`src/rtl/fwd_hazard_unit_pkg.sv`:
```
// Shared pipeline encodings for the forwarding/hazard unit and its scoreboard.
package cpu_pipe_pkg;
  typedef enum logic [1:0] {
    FWD_RF    = 2'b00,
    FWD_MEMWB = 2'b01,
    FWD_EXMEM = 2'b10,
    FWD_MD    = 2'b11
  } fwd_sel_e;

  localparam int REG_ZERO = 0;
  localparam int MD_CNT_W = 4;
endpackage

```
`src/rtl/fwd_hazard_unit_if.sv`:
```
// Pipeline-side bundle for the forwarding/hazard unit: stage register fields in, control out.
interface fwd_hazard_unit_if #(
    parameter int REG_AW  = 5,
    parameter int NUM_SRC = 2,
    parameter int CNT_W   = 16
);
    logic [NUM_SRC*REG_AW-1:0] ifid_src;
    logic [NUM_SRC-1:0]        ifid_src_used;
    logic [REG_AW-1:0]         ifid_rd;
    logic                      ifid_regwrite;
    logic                      ifid_is_md;
    logic [NUM_SRC*REG_AW-1:0] idex_src;
    logic [REG_AW-1:0]         idex_rd;
    logic                      idex_regwrite;
    logic                      idex_memread;
    logic [REG_AW-1:0]         exmem_rd;
    logic                      exmem_regwrite;
    logic [REG_AW-1:0]         memwb_rd;
    logic                      memwb_regwrite;
    logic                      md_issue;
    logic [REG_AW-1:0]         md_rd;
    logic [NUM_SRC*2-1:0]      fwd_sel;
    logic                      stall;
    logic                      md_busy;
    logic                      md_done;
    logic [REG_AW-1:0]         md_wb_rd;
    logic                      md_err;
    logic [CNT_W-1:0]          stall_cnt;

    modport master (
        output ifid_src, ifid_src_used, ifid_rd, ifid_regwrite, ifid_is_md,
               idex_src, idex_rd, idex_regwrite, idex_memread,
               exmem_rd, exmem_regwrite, memwb_rd, memwb_regwrite, md_issue, md_rd,
        input  fwd_sel, stall, md_busy, md_done, md_wb_rd, md_err, stall_cnt
    );

    modport slave (
        input  ifid_src, ifid_src_used, ifid_rd, ifid_regwrite, ifid_is_md,
               idex_src, idex_rd, idex_regwrite, idex_memread,
               exmem_rd, exmem_regwrite, memwb_rd, memwb_regwrite, md_issue, md_rd,
        output fwd_sel, stall, md_busy, md_done, md_wb_rd, md_err, stall_cnt
    );
endinterface

```
`src/rtl/fwd_hazard_unit_md_scoreboard.sv`:
```
// Tracks the single in-flight MUL/DIV: countdown to writeback, its destination, and overlap errors.
module md_scoreboard
    import cpu_pipe_pkg::*;
#(
    parameter int REG_AW = 5,
    parameter int MD_LAT = 4
) (
    input  logic                clk,
    input  logic                rst,
    input  logic                mdIssue,
    input  logic [REG_AW-1:0]   mdRd,
    output logic [MD_CNT_W-1:0] mdCnt,
    output logic                mdBusy,
    output logic                mdDone,
    output logic [REG_AW-1:0]   mdWbRd,
    output logic                mdErr
);
    logic [REG_AW-1:0] mdRdQ;
    logic              accept;

    // A new issue is accepted while idle or in the writeback cycle of the previous op.
    assign accept = mdIssue && (mdCnt <= MD_CNT_W'(1));

    always_ff @(posedge clk or posedge rst) begin
        if (rst) begin
            mdCnt <= '0;
            mdRdQ <= '0;
            mdErr <= 1'b0;
        end else begin
            if (accept) begin
                mdCnt <= MD_CNT_W'(MD_LAT);
                mdRdQ <= mdRd;
            end else if (mdCnt != '0) begin
                mdCnt <= mdCnt - MD_CNT_W'(1);
            end
            if (mdIssue && !accept)
                mdErr <= 1'b1;
        end
    end

    assign mdBusy = (mdCnt != '0);
    assign mdDone = (mdCnt == MD_CNT_W'(1));
    assign mdWbRd = mdRdQ;
endmodule

```
`src/rtl/fwd_hazard_unit.sv`:
```
// EX operand forwarding over NUM_SRC sources plus ID-stage stall generation,
// including hazards against the multi-cycle MUL/DIV unit.
module fwd_hazard_unit
    import cpu_pipe_pkg::*;
#(
    parameter int REG_AW  = 5,
    parameter int NUM_SRC = 2,
    parameter int MD_LAT  = 4,
    parameter int CNT_W   = 16
) (
    input logic               clk,
    input logic               rst,
    fwd_hazard_unit_if.slave  hz
);
    localparam logic [REG_AW-1:0] RZ = REG_AW'(REG_ZERO);

    logic [MD_CNT_W-1:0]          mdCnt;
    logic                         mdDone;
    logic [REG_AW-1:0]            mdWbRd;
    logic [NUM_SRC-1:0][1:0]      fwdSel;
    logic [NUM_SRC-1:0]           luHit, rawHit;
    logic                         mdGe2, mdGe3;
    logic                         stall;
    logic [CNT_W-1:0]             stallCntQ;

    md_scoreboard #(.REG_AW(REG_AW), .MD_LAT(MD_LAT)) u_md (
        .clk     (clk),
        .rst     (rst),
        .mdIssue (hz.md_issue),
        .mdRd    (hz.md_rd),
        .mdCnt   (mdCnt),
        .mdBusy  (hz.md_busy),
        .mdDone  (mdDone),
        .mdWbRd  (mdWbRd),
        .mdErr   (hz.md_err)
    );

    for (genvar i = 0; i < NUM_SRC; i++) begin : g_src
        logic [REG_AW-1:0] exSrc, idSrc;
        fwd_sel_e          sel;

        assign exSrc = hz.idex_src[i*REG_AW +: REG_AW];
        assign idSrc = hz.ifid_src[i*REG_AW +: REG_AW];

        // Youngest producer wins; the MUL/DIV result is always older than MEM/WB.
        always_comb begin
            sel = FWD_RF;
            if (exSrc == RZ)                                     sel = FWD_RF;
            else if (hz.exmem_regwrite && hz.exmem_rd == exSrc)  sel = FWD_EXMEM;
            else if (hz.memwb_regwrite && hz.memwb_rd == exSrc)  sel = FWD_MEMWB;
            else if (mdDone && mdWbRd == exSrc)                  sel = FWD_MD;
        end

        assign fwdSel[i] = sel;
        assign luHit[i]  = hz.ifid_src_used[i] && (idSrc == hz.idex_rd);
        assign rawHit[i] = hz.ifid_src_used[i] && (idSrc == mdWbRd);
    end

    assign mdGe2 = (mdCnt >= MD_CNT_W'(2));
    // At count 2 a dependent instruction reaches EX exactly when the result is forwardable.
    assign mdGe3 = (mdCnt >= MD_CNT_W'(3));

    assign stall = (hz.idex_memread && hz.idex_regwrite && hz.idex_rd != RZ && |luHit)
                 || (mdGe3 && mdWbRd != RZ && |rawHit)
                 || (mdGe3 && hz.ifid_regwrite && hz.ifid_rd != RZ && hz.ifid_rd == mdWbRd)
                 || (mdGe2 && hz.ifid_is_md);

    always_ff @(posedge clk or posedge rst) begin
        if (rst)
            stallCntQ <= '0;
        else if (stall && !(&stallCntQ))
            stallCntQ <= stallCntQ + CNT_W'(1);
    end

    assign hz.fwd_sel   = fwdSel;
    assign hz.stall     = stall;
    assign hz.md_done   = mdDone;
    assign hz.md_wb_rd  = mdWbRd;
    assign hz.stall_cnt = stallCntQ;
endmodule

```
`src/flat_wrapper.sv`:
```
// flat-port wrapper written by rule: the top's interface ports become plain ports
module fwd_hazard_unit_flat import cpu_pipe_pkg::*;
#(
    parameter int REG_AW  = 5,
    parameter int NUM_SRC = 2,
    parameter int MD_LAT  = 4,
    parameter int CNT_W   = 16
)
  (clk, rst, hz_ifid_src, hz_ifid_src_used, hz_ifid_rd, hz_ifid_regwrite, hz_ifid_is_md, hz_idex_src, hz_idex_rd, hz_idex_regwrite, hz_idex_memread, hz_exmem_rd, hz_exmem_regwrite, hz_memwb_rd, hz_memwb_regwrite, hz_md_issue, hz_md_rd, hz_fwd_sel, hz_stall, hz_md_busy, hz_md_done, hz_md_wb_rd, hz_md_err, hz_stall_cnt);
  fwd_hazard_unit_if #(.REG_AW(REG_AW), .NUM_SRC(NUM_SRC), .CNT_W(CNT_W)) hz_i ();
  input logic clk;
  input logic rst;
  input wire logic [$bits(hz_i.ifid_src)-1:0] hz_ifid_src;
  input wire logic [$bits(hz_i.ifid_src_used)-1:0] hz_ifid_src_used;
  input wire logic [$bits(hz_i.ifid_rd)-1:0] hz_ifid_rd;
  input wire logic [$bits(hz_i.ifid_regwrite)-1:0] hz_ifid_regwrite;
  input wire logic [$bits(hz_i.ifid_is_md)-1:0] hz_ifid_is_md;
  input wire logic [$bits(hz_i.idex_src)-1:0] hz_idex_src;
  input wire logic [$bits(hz_i.idex_rd)-1:0] hz_idex_rd;
  input wire logic [$bits(hz_i.idex_regwrite)-1:0] hz_idex_regwrite;
  input wire logic [$bits(hz_i.idex_memread)-1:0] hz_idex_memread;
  input wire logic [$bits(hz_i.exmem_rd)-1:0] hz_exmem_rd;
  input wire logic [$bits(hz_i.exmem_regwrite)-1:0] hz_exmem_regwrite;
  input wire logic [$bits(hz_i.memwb_rd)-1:0] hz_memwb_rd;
  input wire logic [$bits(hz_i.memwb_regwrite)-1:0] hz_memwb_regwrite;
  input wire logic [$bits(hz_i.md_issue)-1:0] hz_md_issue;
  input wire logic [$bits(hz_i.md_rd)-1:0] hz_md_rd;
  output wire logic [$bits(hz_i.fwd_sel)-1:0] hz_fwd_sel;
  output wire logic [$bits(hz_i.stall)-1:0] hz_stall;
  output wire logic [$bits(hz_i.md_busy)-1:0] hz_md_busy;
  output wire logic [$bits(hz_i.md_done)-1:0] hz_md_done;
  output wire logic [$bits(hz_i.md_wb_rd)-1:0] hz_md_wb_rd;
  output wire logic [$bits(hz_i.md_err)-1:0] hz_md_err;
  output wire logic [$bits(hz_i.stall_cnt)-1:0] hz_stall_cnt;
  assign hz_i.ifid_src = hz_ifid_src;
  assign hz_i.ifid_src_used = hz_ifid_src_used;
  assign hz_i.ifid_rd = hz_ifid_rd;
  assign hz_i.ifid_regwrite = hz_ifid_regwrite;
  assign hz_i.ifid_is_md = hz_ifid_is_md;
  assign hz_i.idex_src = hz_idex_src;
  assign hz_i.idex_rd = hz_idex_rd;
  assign hz_i.idex_regwrite = hz_idex_regwrite;
  assign hz_i.idex_memread = hz_idex_memread;
  assign hz_i.exmem_rd = hz_exmem_rd;
  assign hz_i.exmem_regwrite = hz_exmem_regwrite;
  assign hz_i.memwb_rd = hz_memwb_rd;
  assign hz_i.memwb_regwrite = hz_memwb_regwrite;
  assign hz_i.md_issue = hz_md_issue;
  assign hz_i.md_rd = hz_md_rd;
  assign hz_fwd_sel = hz_i.fwd_sel;
  assign hz_stall = hz_i.stall;
  assign hz_md_busy = hz_i.md_busy;
  assign hz_md_done = hz_i.md_done;
  assign hz_md_wb_rd = hz_i.md_wb_rd;
  assign hz_md_err = hz_i.md_err;
  assign hz_stall_cnt = hz_i.stall_cnt;
  fwd_hazard_unit #(.REG_AW(REG_AW), .NUM_SRC(NUM_SRC), .MD_LAT(MD_LAT), .CNT_W(CNT_W)) u_core (.clk(clk), .rst(rst), .hz(hz_i));
endmodule
```
`config.mk`:
```
export PLATFORM = sky130hd
export DESIGN_NAME = fwd_hazard_unit_flat
export DESIGN_NICKNAME = d
export VERILOG_FILES = /design/src/rtl/fwd_hazard_unit_pkg.sv /design/src/rtl/fwd_hazard_unit_if.sv /design/src/rtl/fwd_hazard_unit_md_scoreboard.sv /design/src/rtl/fwd_hazard_unit.sv /design/src/flat_wrapper.sv
export SDC_FILE = /design/constraint.sdc
export NUM_CORES = 1
export LEC_CHECK = 0
export CORE_ASPECT_RATIO = 1.25
export CORE_MARGIN = 3
export CORE_UTILIZATION = 47
export CTS_CLUSTER_DIAMETER = 50
export DETAILED_ROUTE_END_ITERATION = 8
export PLACE_DENSITY = 0.86
export SLEW_MARGIN = 15
export SYNTH_ARGS = -nofsm -noshare
export SYNTH_HDL_FRONTEND = slang
export SYNTH_SLANG_ARGS = --single-unit
```
`constraint.sdc`:
```
create_clock -name clk -period 3.8 [get_ports clk]
set_input_delay 0.76 -clock clk [delete_from_list [all_inputs] [get_ports clk]]
set_output_delay 0.76 -clock clk [all_outputs]
set_load 0.02 [all_outputs]
```
==> metrics.txt, run 1 <==
Hold Path Class reg2reg; die width 65.6 um; top sig layer met4; clk_lat worst skew 0.27 ns; Final Net Count 366; DRT iter0 DRCs 59; worst setup path class in2out; Final Routed Wirelength 5520 um; Post-route DRC 0; Area Growth Syn to Fin 45.3%; num ports 85; post-DP HPWL 4320 um; layout cells sized above 1 5.28%; met2 wire len 2690 um; Antenna diodes 0; met3 WL 396 um; top cell type's share of synthesized area 31.2%; syn avg cell area 9.43 um^2; H-tree depth 1; minimum clock period 3.67 ns; Worst Path Arrival 2.91 ns; Mapped Cells 221; most frequent cells in the layout clkdlybuf4s50_1 (84), xor2_1 (38), xnor2_1 (33); Clock Tree Buf Depth 2; initial antenna violation count 0; DR pass1 iterations 4; die height 80.5 um; sequential fraction of the synthesis area 31.2%; largest family of logic cells by synthesized area XOR/XNOR gates; port buffer count 84; Net Count, Synth 283; Final ANT Viol Nets 0; Slew @ Worst Pin 0.961 ns; CTS Hold Buffers Added 0; Core ar. 4200 um^2; Sink Count 26; total CTS buffers 3; startpoint types input pin; Total GRT Usage 21.8%; row cnt 26; largest net degree at the start of global routing 27; Clock Skew 0.00310 ns; Power Total 1590 uW; post-cts sizing count 0; synthesized area 2080 um^2; Compound-Gate Fraction of Synth Area 6.78%; Hold WS 0.461 ns; first-pass GRT wire length 9070 um; Synth cell types 38; #FFs+latches synth 26; Req. time, crit path 3.04 ns; Metal-1 WL 2390 um; Final setup viols 0; Peak supply drop 472 uV; outcome complete, no violations; CP endpoint kind output pin; Synth area leaders dfrtp_1 (31%), xor2_1 (16%), xnor2_1 (14%); max-capacitance violation count 0; leak pwr 0.00124 uW; vias in the first global route 1916; Hold Vio Cnt, Final 0; initial core utilization 49.7%; clock root buffer clkbuf_8; die area 5280 um^2; power density over the cells 525 nW/um^2; Fmax 0.272 GHz; GRT Residual Overflow 0; postcts setup bufs 0; Fin Setup TNS 0 ns; detail-routed via count per cell 5.28; fin crit share 96.6%; commonest non-fill, non-tap cell in the layout clkdlybuf4s50_1; Synth Area in XOR/XNOR 29.8%; synth warn 0; vias 1895; mux share of post-synthesis cell area 3.78%; slew margin rel. 35.9%; CTS tree built; RD Place Congestion 0.856; Synth Area in Adders 3.60%; Final Slew Violations 0; unrepaired setup endpoints after global routing no; FF-to-FF setup slack 1.34 ns; Crit Path Max Fanout 2; Post-Synth Simple-Gate Area 21.5%; per-cell routed wire length 15.4 um; Reg clk slew, reported paths 0.09 ns; post-synth top area cell dfrtp_1
==> synth_stat cells (all sizes together) <==
| master | instances |
|---|---|
| xor2 | 38 |
| xnor2 | 33 |
| dfrtp | 26 |
| nand2 | 19 |
| nor3 | 14 |
| nor4 | 10 |
| nand4 | 9 |
| mux2 | 7 |
| nor2 | 7 |
| buf | 6 |
| ha | 6 |
| inv | 6 |
| and3 | 5 |
| nand3 | 5 |
| a21oi | 4 |
| and2 | 4 |
| or4 | 3 |
| a31oi | 2 |
| o22ai | 2 |
| or3 | 2 |
| a21o | 1 |
| a221oi | 1 |
| and4 | 1 |
| clkbuf | 1 |
| nor3b | 1 |
| o2111ai | 1 |
| o211a | 1 |
| o211ai | 1 |
| o21ai | 1 |
| o311a | 1 |
| o31ai | 1 |
| o41ai | 1 |
| or2 | 1 |
==> layout make-up <==
cell class,instances,area (um^2)
sequential,26,651
fill,320,1170
timing repair buffer,85,848
tap,56,70.1
clock buffer,3,41.3
multi-input combinational,182,1370
inverter,6,22.5
clock inverter,1,30.0
==> flip-flops by register name (all words and copies together) (netlist names) <==
signal               cells
u_core.hz.stall_cnt     16
u_core.u_md.mdCnt        4
u_core.u_md.mdErr        1
u_core.u_md.mdWbRd       5
==> power breakdown <==
group | total, uW | switching (uW) | internal, uW
logic | 829 | 396 | 432
clock network | 229 | 87.8 | 141
registers | 532 | 168 | 364
==> layer usage <==
metal / up-vias / GRT usage [%]
met5: - / 0
met4: 0 / 4.98
met3: 4 / 3.50
met2: 69 / 38.3
met1: 888 / 27.9
li1: 934 / -
==> final timing paths <==
kind,endpoint,cells past startpoint,startpoint
worst min register to register,u_core.u_md.mdErr,1,u_core.u_md.mdErr
worst min-delay path,u_core.u_md.mdErr,1,u_core.u_md.mdErr
max in group asynchronous,u_core.hz.stall_cnt[11],2,rst
worst max-delay path,hz_stall,7,hz_ifid_rd[1]
min in group asynchronous,u_core.hz.stall_cnt[1],2,rst
worst max register to register,u_core.hz.stall_cnt[1],8,u_core.u_md.mdCnt[0]
==> per-stage QoR <==
stage	cells	util, %	cell area, um^2	worst slack [ns]
finish	359	72.2	3030	0.128
global route	359	72.2	3030	0.0453
CTS	359	72.2	3030	0.134
detailed placement	355	70.5	2960	0.152
global placement	355	70.5	2960	0.153
floorplan	221	-	2080	0.937
==> cells by family after synthesis <==
kind of cell | after synthesis
compound gates | 17
xor+xnor | 71
fa+ha+maj | 6
buf+inv | 13
flops | 26
mux | 7
simple gates | 81
==> worst max-delay path, cell delays in order <==
cell and delay, ns:
clkdlybuf4s50_1 0.43, or4_1 0.53, a21oi_1 0.20, o31ai_2 0.12
a221oi_4 0.28, inv_2 0.05, clkdlybuf4s50_1 0.53
(Power assumes the default switching activity.)
==> inputs of run 2 (changes only) <==
--- a/config.mk
+++ b/config.mk
@@ -5,12 +5,12 @@
 export SDC_FILE = /design/constraint.sdc
 export NUM_CORES = 1
 export LEC_CHECK = 0
+export CAP_MARGIN = 20
 export CORE_ASPECT_RATIO = 1.25
 export CORE_MARGIN = 3
 export CORE_UTILIZATION = 47
-export CTS_CLUSTER_DIAMETER = 50
 export DETAILED_ROUTE_END_ITERATION = 8
-export PLACE_DENSITY = 0.86
+export PLACE_DENSITY = 0.89
 export SLEW_MARGIN = 15
 export SYNTH_ARGS = -nofsm -noshare
 export SYNTH_HDL_FRONTEND = slang
==> metrics.txt, run 2 (synthesized netlist as in run 1, its figures left out) <==
FF-to-FF setup slack 1.36 ns (+0.02 ns); power density over the cells 525 nW/um^2 (about the same); vias 1956 (+3.2%); Antenna diodes 0 (unchanged); CP max stage cell clkdlybuf4s50_1; CP cell instances clkdlybuf4s50_1, or4_1, a21oi_1, o31ai_2, a221oi_4, inv_2, clkdlybuf4s50_1; Reg-to-Reg Start u_core.u_md.mdCnt[0]; hold path start u_core.u_md.mdErr; Area Growth Syn to Fin 45.3% (unchanged); Final Slew Violations 0 (unchanged); Hold Vio Cnt, Final 0 (unchanged); delay-heaviest family, CP buffers and inverters; total CTS buffers 3 (unchanged); crit path capture hz_stall; Sink Count 26 (unchanged); DRT iter0 DRCs 139 (+140%); DR pass1 iterations 4 (unchanged); Power Total 1590 uW (about the same); per-cell routed wire length 15.4 um (+0.36%); Peak supply drop 463 uV (-2.0%); Final Net Count 366 (unchanged); Final setup viols 0 (unchanged); GRT Residual Overflow 0 (unchanged); die height 80.5 um (unchanged); register area 651 um^2 (unchanged); H-tree depth 1 (unchanged); unrepaired setup endpoints after global routing no; num ports 85 (unchanged); Post-route DRC 0 (unchanged); RD Place Congestion 0.896 (+4.8%); CP endpoint kind output pin; clk_lat worst skew 0.27 ns (about the same); WP depth 7 (unchanged); port buffer count 84 (unchanged); Fmax 0.273 GHz (+0.39%); detail-routed via count per cell 5.45 (+3.2%); max-capacitance violation count 0 (unchanged); die area 5280 um^2 (unchanged); buffers plus inverters on the worst setup path 3 (unchanged); r2r worst-path depth 8 (unchanged); fin crit share 96.3% (-0.38 points); worst setup path class in2out; Reg clk slew, reported paths 0.09 ns (about the same); max FFs per register 16 (unchanged); Fin Setup TNS 0 ns (unchanged); initial antenna violation count 0 (unchanged); most frequent CP cell clkdlybuf4s50_1; postcts setup bufs 0 (unchanged); Final ANT Viol Nets 0 (unchanged); layout cells sized above 1 5.28% (unchanged); CP peak stage delay 0.54 ns (about the same); Clock Skew 0.00562 ns (+0.00252 ns); CTS tree built; first-pass GRT wire length 9200 um (+1.4%); startpoint types input pin; Final Routed Wirelength 5540 um (+0.36%); most frequent cells in the layout clkdlybuf4s50_1 (84), xor2_1 (38), xnor2_1 (33); placed insts 355 (unchanged); Slew @ Worst Pin 0.971 ns (+0.0107 ns); row cnt 26 (unchanged); Crit Path Max Fanout 2 (unchanged); commonest non-fill, non-tap cell in the layout clkdlybuf4s50_1; minimum clock period 3.66 ns (-0.0143 ns); post-cts sizing count 0 (unchanged); total of fill cells in the finished design 324 (+1.3%); initial core utilization 49.7% (unchanged); CP startpoint hz_ifid_rd[1]; slew margin rel. 35.2% (-0.71 points); leak pwr 0.00124 uW (unchanged); CTS Hold Buffers Added 0 (unchanged); vias in the first global route 1980 (+3.3%); Worst Path Arrival 2.90 ns (about the same); outcome complete, no violations; Critical R2R Capture u_core.hz.stall_cnt[1]; Total GRT Usage 21.8% (-0.052 points); post-DP HPWL 4340 um (+0.53%); Req. time, crit path 3.04 ns (about the same); Final Instance Count excl. Fillers 359 (unchanged); largest net degree at the start of global routing 27 (unchanged); Hold Path Class reg2reg; die width 65.6 um (unchanged); clock root buffer clkbuf_8; Clock Tree Buf Depth 2 (unchanged); area of the multi-input gates 1370 um^2 (unchanged); Core ar. 4200 um^2 (unchanged)
run 2: worst min path at each step:
stage,slack (ns),end,cells after the start
after global routing,0.49,u_core.u_md.mdErr,1
after CTS,0.47,u_core.u_md.mdErr,1
after detailed placement,0.45,u_core.u_md.mdErr,1
final,0.47,u_core.u_md.mdErr,1
after global placement,0.44,u_core.u_md.mdErr,1
after floorplan,0.57,u_core.u_md.mdErr,1
run 2: stage by stage:
step | cell area, um^2 | setup slack (ns) | util (%) | hold WS [ns]
finish | 3030 | 0.142 | 72.2 | 0.466
global route | 3030 | 0.0155 | 72.2 | 0.487
CTS | 3030 | 0.139 | 72.2 | 0.473
detailed placement | 2960 | 0.160 | 70.5 | 0.453
global placement | 2960 | 0.161 | 70.5 | 0.442
floorplan | 2080 | 0.937 | - | 0.565
run 2: layout make-up:
type	instances	area share (%)
multi-input combinational	182	45.1
timing repair buffer	85	28.0
sequential	26	21.5
tap	56	2.31
clock buffer	3	1.36
clock inverter	1	0.992
inverter	6	0.744
run 2: report_power, final:
part / switching [uW] / internal [uW]
Clock: 87.1 / 141
Sequential: 165 / 364
Combinational: 401 / 432
run 2: metal layers:
layer	track usage (%)	wire (um)
met1	27.0	2390
met2	38.6	2670
met3	4.62	472
met4	4.56	17
met5	0	0
==> inputs of run 3 (changes only) <==
--- a/config.mk
+++ b/config.mk
@@ -11,7 +11,7 @@
 export CORE_UTILIZATION = 47
 export DETAILED_ROUTE_END_ITERATION = 8
 export PLACE_DENSITY = 0.89
-export SLEW_MARGIN = 15
+export SLEW_MARGIN = 20
 export SYNTH_ARGS = -nofsm -noshare
 export SYNTH_HDL_FRONTEND = slang
 export SYNTH_SLANG_ARGS = --single-unit
==> results of run 3 <==
No change in the layout: final DEF, timing and power equal those of run 2.
